### src/rtl/rca_pkg.sv
// Shared definitions for the ripple-carry word sequencer.
package rca_pkg;

    localparam int NIBBLE_W = 4;

    typedef enum logic [1:0] {
        IDLE = 2'd0,
        RUN  = 2'd1,
        DONE = 2'd2
    } rca_seq_state_t;

endpackage : rca_pkg

### src/rtl/ripple_carry_adder.sv
// 4-bit ripple-carry adder: a chain of full adders, carry rippling LSB to MSB.
module ripple_carry_adder
    import rca_pkg::*;
(
    input  logic [NIBBLE_W-1:0] i_a,
    input  logic [NIBBLE_W-1:0] i_b,
    input  logic                i_cin,
    output logic [NIBBLE_W-1:0] o_sum,
    output logic                o_cout
);

    logic [NIBBLE_W:0] w_c;

    assign w_c[0] = i_cin;

    generate
        for (genvar g = 0; g < NIBBLE_W; g++) begin : g_fa
            assign o_sum[g]   = i_a[g] ^ i_b[g] ^ w_c[g];
            assign w_c[g + 1] = (i_a[g] & i_b[g]) | (w_c[g] & (i_a[g] ^ i_b[g]));
        end
    endgenerate

    assign o_cout = w_c[NIBBLE_W];

endmodule : ripple_carry_adder

### src/rtl/rca_word_sequencer.sv
// Wide-word adder that reuses one 4-bit ripple_carry_adder, one nibble per
// cycle, LSB first, with the inter-nibble carry held in a register.
// Optional feature macro: SUB_EN adds i_op_sub for A-B (two's complement).
//
// Handshakes: a transfer happens on a rising edge where valid && ready are both
// high. Input side: o_in_ready is high only in IDLE. Output side: o_out_valid is
// high only in DONE; o_result/o_cout are held stable until i_out_ready is seen.
module rca_word_sequencer
    import rca_pkg::*;
#(
    parameter int WORDS = 4
)
(
    input  logic                   i_clk,
    input  logic                   i_rst,
    input  logic                   i_in_valid,
    output logic                   o_in_ready,
    input  logic [4*WORDS-1:0]     i_op_a,
    input  logic [4*WORDS-1:0]     i_op_b,
    input  logic                   i_op_cin,
`ifdef SUB_EN
    input  logic                   i_op_sub,
`endif
    output logic                   o_out_valid,
    input  logic                   i_out_ready,
    output logic [4*WORDS-1:0]     o_result,
    output logic                   o_cout,
    output logic                   o_busy,
    output logic [1:0]             o_state
);

    localparam int W     = NIBBLE_W * WORDS;
    localparam int IDX_W = (WORDS > 1) ? $clog2(WORDS) : 1;
    localparam logic [IDX_W-1:0] LAST_IDX = IDX_W'(WORDS - 1);

    rca_seq_state_t r_state;
    rca_seq_state_t w_state_nxt;

    logic [W-1:0]        r_a_sr;
    logic [W-1:0]        r_b_sr;
    logic                r_carry;
    logic [IDX_W-1:0]    r_idx;
    logic [W-1:0]        r_result;
    logic                r_cout;

    logic                w_accept;
    logic                w_last;
    logic [W-1:0]        w_b_load;
    logic                w_cin_load;
    logic [NIBBLE_W-1:0] w_sum;
    logic                w_carry;
    logic [W-1:0]        w_result_nxt;

    // Subtraction feeds ~B with a forced carry-in of 1; otherwise plain add.
`ifdef SUB_EN
    assign w_b_load   = i_op_sub ? ~i_op_b : i_op_b;
    assign w_cin_load = i_op_sub ? 1'b1    : i_op_cin;
`else
    assign w_b_load   = i_op_b;
    assign w_cin_load = i_op_cin;
`endif

    ripple_carry_adder u_rca (
        .i_a    (r_a_sr[NIBBLE_W-1:0]),
        .i_b    (r_b_sr[NIBBLE_W-1:0]),
        .i_cin  (r_carry),
        .o_sum  (w_sum),
        .o_cout (w_carry)
    );

    // New nibble enters at the top of the result and shifts down each RUN cycle.
    generate
        if (WORDS == 1) begin : g_one_word
            assign w_result_nxt = w_sum;
        end else begin : g_multi_word
            assign w_result_nxt = {w_sum, r_result[W-1:NIBBLE_W]};
        end
    endgenerate

    assign w_accept = i_in_valid && (r_state == IDLE);
    assign w_last   = (r_idx == LAST_IDX);

    // State register.
    always_ff @(posedge i_clk) begin
        if (i_rst) begin
            r_state <= IDLE;
        end else begin
            r_state <= w_state_nxt;
        end
    end

    // Next-state and handshake outputs, all decoded from the current state.
    always_comb begin
        w_state_nxt = r_state;
        o_in_ready  = 1'b0;
        o_out_valid = 1'b0;
        o_busy      = 1'b0;
        case (r_state)
            IDLE: begin
                o_in_ready = 1'b1;
                if (i_in_valid) begin
                    w_state_nxt = RUN;
                end
            end
            RUN: begin
                o_busy = 1'b1;
                if (w_last) begin
                    w_state_nxt = DONE;
                end
            end
            DONE: begin
                o_busy      = 1'b1;
                o_out_valid = 1'b1;
                if (i_out_ready) begin
                    w_state_nxt = IDLE;
                end
            end
            default: begin
                w_state_nxt = IDLE;
            end
        endcase
    end

    // Operand capture, nibble-serial datapath and result hold.
    always_ff @(posedge i_clk) begin
        if (i_rst) begin
            r_a_sr   <= '0;
            r_b_sr   <= '0;
            r_carry  <= 1'b0;
            r_idx    <= '0;
            r_result <= '0;
            r_cout   <= 1'b0;
        end else if (w_accept) begin
            r_a_sr  <= i_op_a;
            r_b_sr  <= w_b_load;
            r_carry <= w_cin_load;
            r_idx   <= '0;
        end else if (r_state == RUN) begin
            r_result <= w_result_nxt;
            r_carry  <= w_carry;
            r_a_sr   <= r_a_sr >> NIBBLE_W;
            r_b_sr   <= r_b_sr >> NIBBLE_W;
            r_idx    <= r_idx + IDX_W'(1);
            if (w_last) begin
                r_cout <= w_carry;
            end
        end
    end

    assign o_result = r_result;
    assign o_cout   = r_cout;
    assign o_state  = r_state;

endmodule : rca_word_sequencer

### config.mk
export PLATFORM = sky130hd
export DESIGN_NAME = rca_word_sequencer
export DESIGN_NICKNAME = d
export VERILOG_FILES = /design/src/rtl/rca_pkg.sv /design/src/rtl/ripple_carry_adder.sv /design/src/rtl/rca_word_sequencer.sv
export SDC_FILE = /design/constraint.sdc
export NUM_CORES = 1
export LEC_CHECK = 0
export ABC_AREA = 1
export CAP_MARGIN = 20
export CORE_MARGIN = 4
export CORE_UTILIZATION = 38
export DETAILED_ROUTE_END_ITERATION = 12
export DONT_BUFFER_PORTS = 1
export PLACE_DENSITY = 0.48
export SLEW_MARGIN = 20
export SYNTH_ARGS = -nofsm -noshare
export SYNTH_HDL_FRONTEND = slang
export SYNTH_SLANG_ARGS = --single-unit
### constraint.sdc
create_clock -name i_clk -period 3.3 [get_ports i_clk]
set_input_delay 0.165 -clock i_clk [delete_from_list [all_inputs] [get_ports i_clk]]
set_output_delay 0.165 -clock i_clk [all_outputs]
set_load 0.05 [all_outputs]
==> results_tabular.tex <==
\begin{tabular}{lr}
\hline
Metric & Value \\
\hline
\multicolumn{2}{l}{\textbf{Critical path}} \\
\quad Worst Setup End Kind & flop \\
\quad Launch instance of the worst register-to-register path & o\_state[0]\$\_SDFFE\_PP0P\_ \\
\quad Critical path peak fanout & 31 \\
\quad Data arrival time at the worst-slack endpoint & 2.91 ns \\
\quad Startpoint of the worst setup timing path & o\_state[0]\$\_SDFFE\_PP0P\_ \\
\quad Worst-path cell chain & inv\_1 -> ha\_1 -> buf\_4 -> nand2\_4 -> inv\_4 -> nor2\_4 -> nand2\_1 -> a21oi\_1 -> dlygate4sd3\_1 \\
\quad R2r endpoint & r\_b\_sr[12]\$\_SDFFE\_PP0P\_ \\
\quad Kind of launch point of the worst setup path & flop \\
\quad R2R setup slack & 0.65 ns \\
\quad Required time worst endpoint & 3.55 ns \\
\quad Cell type of the slowest stage on the worst timing path & sky130\_fd\_sc\_hd\_\_dfxtp\_1 \\
\quad Type of the setup path with the least slack & flop to flop \\
\quad Length in cells of the worst reg-to-reg path & 9 \\
\quad Largest incremental delay on the critical path & 0.68 ns \\
\multicolumn{2}{l}{\textbf{Yosys}} \\
\quad Flop and latch count out of synthesis & 54 \\
\quad Syn\_area\_per\_cell & 7.32 um2 \\
\quad Number of instances in the synthesized netlist & 342 \\
\quad Cell type with the largest total area after synthesis & sky130\_fd\_sc\_hd\_\_dfxtp\_1 \\
\quad Synthesis Warnings & 0 \\
\quad Portion of the post-synthesis area used by sequential elements & 0.432 \\
\quad Top post-synthesis cells by area & sky130\_fd\_sc\_hd\_\_dfxtp\_1 43\%, sky130\_fd\_sc\_hd\_\_nand3\_1 13\%, sky130\_fd\_sc\_hd\_\_nand2\_1 12\% \\
\quad Fraction of post-synthesis cell area in the top cell type by area & 0.432 \\
\quad Post-synthesis cell area & 2500 um2 \\
\quad Synth Net Count & 387 \\
\quad Cell variety after synth & 20 \\
\multicolumn{2}{l}{\textbf{CTS}} \\
\quad Inserted Clock Buffers & 5 \\
\quad Post-CTS setup buffers & 0 \\
\quad CTS tree & built \\
\quad Clk sinks & 54 \\
\quad Post-cts gate resize count & 0 \\
\quad Source-to-sink clock delay at the later pin of the worst-skew pair & 0.30 ns \\
\quad Clock-pin slew of the registers on the worst-case setup and hold paths & 0.10 ns \\
\quad Depth of the CTS H-tree & 2 \\
\quad Cell chosen for the clock root & sky130\_fd\_sc\_hd\_\_clkbuf\_8 \\
\quad Number of buffers inserted by hold repair at cts & 9 \\
\quad CTS max path bufs & 2 \\
\multicolumn{2}{l}{\textbf{Route}} \\
\quad Total detailed-routing wirelength & 5.65 mm \\
\quad First DRT Iteration DRCs & 68 \\
\quad Antenna Nets Post-Route & 0 \\
\quad First drt pass iteration count & 4 \\
\quad Post-route DRC & 0 \\
\quad Via/cell ratio & 4.94 \\
\quad Post-DR wirelength/cell & 13.5 um \\
\quad Number of vias after detailed routing & 2067 \\
\multicolumn{2}{l}{\textbf{Timing}} \\
\quad Fmax & 0.377 GHz \\
\quad RSZ-0062 raised after global routing & no \\
\quad Rel. slew slack & 0.627 \\
\quad Fin. max-slew vios & 0 \\
\quad Final critical delay including setup and external delays & 2.65 ns \\
\quad Number of failing setup endpoints in the final timing report & 0 \\
\quad Slew of the pin with the lowest slew margin & 0.558 ns \\
\quad Number of hold violations in the final report & 0 \\
\quad Total negative slack & 0 ns \\
\quad Final critical-path share of the clock period & 0.804 \\
\quad Worst clock skew on the final layout & 0.00869 ns \\
\multicolumn{2}{l}{\textbf{Cells and area}} \\
\quad \# diodes & 0 \\
\quad Layout cells sized above 1 & 0.0528 \\
\quad Number of nets in the finished design & 385 \\
\quad Signed area change from the synthesized netlist to the final layout & 6.69\% \\
\multicolumn{2}{l}{\textbf{Pwr}} \\
\quad Leakage Power & 1.28 nW \\
\quad Peak supply drop & 0.000516 V \\
\quad Power per unit of standard cell area & 1000 nW/um2 \\
\quad Tot Pwr & 2.67 mW \\
\multicolumn{2}{l}{\textbf{Placement}} \\
\quad HPWL after DPL & 3.64 mm \\
\quad Number of buffer cells added on primary ports & 0 \\
\quad GP Congestion & 0.748 \\
\multicolumn{2}{l}{\textbf{GRT}} \\
\quad Pin count of the biggest net entering global routing & 44 \\
\quad GRT Overall Usage & 0.152 \\
\quad Remaining global-route overflow & 0 \\
\quad Antenna violations before repair & 0 \\
\quad Wire length of the first global-routing pass & 9.42 mm \\
\quad Via count of the first global-routing pass & 1949 \\
\multicolumn{2}{l}{\textbf{Floorplanning}} \\
\quad Number of ports placed on the die boundary & 59 \\
\quad Die Area & 7950 um2 \\
\quad Starting utilization of the core area & 0.392 \\
\quad Die H & 89.2 um \\
\quad Die width & 89.2 um \\
\quad Core Region & 6390 um2 \\
\quad Cell Rows & 29 \\
\multicolumn{2}{l}{\textbf{Worst hold path}} \\
\quad Hold Path Cell Cnt & 3 \\
\quad Min-delay worst type & input pin to flop \\
\quad Destination of the worst hold path & o\_state[1]\$\_SDFFE\_PP0P\_ \\
\quad Launch instance of the worst min-delay path & i\_rst \\
\multicolumn{2}{l}{\textbf{Run status}} \\
\quad Outcome & completed \\
\multicolumn{2}{l}{\textbf{Job}} \\
\quad Number of maximum-capacitance constraint violations & 0 \\
\hline
\end{tabular}
## Yosys cell counts
| library cell | number |
|---|---|
| sky130_fd_sc_hd__buf_4 | 7 |
| sky130_fd_sc_hd__nand3_1 | 67 |
| sky130_fd_sc_hd__clkbuf_1 | 1 |
| sky130_fd_sc_hd__nand4_1 | 1 |
| sky130_fd_sc_hd__inv_1 | 36 |
| sky130_fd_sc_hd__nor2_1 | 33 |
| sky130_fd_sc_hd__nor2_4 | 1 |
| sky130_fd_sc_hd__o21ai_0 | 16 |
| sky130_fd_sc_hd__dfxtp_1 | 54 |
| sky130_fd_sc_hd__buf_2 | 9 |
| sky130_fd_sc_hd__fa_1 | 4 |
| sky130_fd_sc_hd__nand3_2 | 1 |
| sky130_fd_sc_hd__buf_6 | 6 |
| sky130_fd_sc_hd__a21oi_1 | 15 |
| sky130_fd_sc_hd__xnor2_1 | 1 |
| sky130_fd_sc_hd__o21ai_1 | 3 |
| sky130_fd_sc_hd__ha_1 | 4 |
| sky130_fd_sc_hd__nand2_1 | 80 |
| sky130_fd_sc_hd__nand2_4 | 1 |
| sky130_fd_sc_hd__inv_4 | 2 |
## sequential cells by signal, indices dropped and copies added, names as in the netlist
name and cells:
o_cout 1, o_result 16, o_state 2, r_a_sr 16, r_b_sr 16, r_carry 1, r_idx 2
## worst max-delay path by stage
stage / end / cells after the start
6_report: r_b_sr[12]$_SDFFE_PP0P_ / 9
5_1_grt: r_b_sr[12]$_SDFFE_PP0P_ / 9
4_1_cts: r_b_sr[12]$_SDFFE_PP0P_ / 9
3_5_place_dp: r_a_sr[8]$_SDFFE_PP0P_ / 9
3_3_place_gp: r_b_sr[1]$_SDFFE_PP0P_ / 9
2_1_floorplan: o_result[15]$_SDFFE_PP0P_ / 8
## stage by stage
stage / worst slack [ns] / instances / hold WS [ns] / area (um2) / utilization
2_1_floorplan: 1.34 / 342 / 0.234 / 2500 / -
3_3_place_gp: 1.11 / 401 / 0.236 / 2470 / 0.387
3_5_place_dp: 1.08 / 401 / 0.237 / 2470 / 0.387
4_1_cts: 0.613 / 418 / 0.0311 / 2670 / 0.418
5_1_grt: 0.461 / 418 / 0.0480 / 2670 / 0.418
6_report: 0.648 / 418 / 0.0443 / 2670 / 0.418
## cell families (layout without fill, tap and decap cells)
kind of cell	count (synthesis)	after routing	synth area share
flops	54	54	0.432
compound gates	34	34	0.0679
buf+inv	61	60	0.126
simple gates	184	184	0.319
xor+xnor	1	1	0.00350
fa+ha+maj	8	8	0.0520
## report_power, final
part | internal [mW] | switching (mW)
Clock | 0.227 | 0.217
Combinational | 0.294 | 0.685
Sequential | 0.830 | 0.421
Total | 1.35 | 1.32
## worst max-delay path, delay by kind of cell, from the launching register on
| family | cells | cell delay [ns] |
|---|---|---|
| flip-flops | 1 | 0.68 |
| AO/OA/AOI/OAI | 1 | 0.12 |
| AND/OR/NAND/NOR | 3 | 0.50 |
| adder cells (fa/ha/maj) | 1 | 0.23 |
| buffers and inverters | 4 | 1.08 |
## cells in the final DEF (no fill, tap or decap), drive strengths merged
cell type     n
nand4         1
dfxtp        54
nor2         34
o21ai        19
nand3        68
a21oi        15
xnor2         1
clkbuf        6
fa            4
buf           5
inv          38
nand2        81
bufinv        1
clkinvlp      1
ha            4
dlygate4sd3   9
## metal layers
layer | part of all wire | wire (um) | up-vias | GRT usage
li1 | - | - | 1080 | -
met1 | 0.46 | 2620 | 939 | 0.199
met2 | 0.47 | 2660 | 43 | 0.247
met3 | 0.056 | 319 | 5 | 0.0396
met4 | 0.0099 | 56 | 0 | 0.0447
met5 | 0 | 0 | - | 0
## final cells by class
type / instances / area [um2]
Clock buffer: 6 / 72.6
Clock inverter: 2 / 37.5
Fill cell: 708 / 3710
Inverter: 38 / 148
Multi-Input combinational cell: 227 / 1110
Sequential cell: 54 / 1080
Tap cell: 77 / 96.3
Timing Repair Buffer: 14 / 128
No activity file was read; power rests on OpenSTA's default activity.
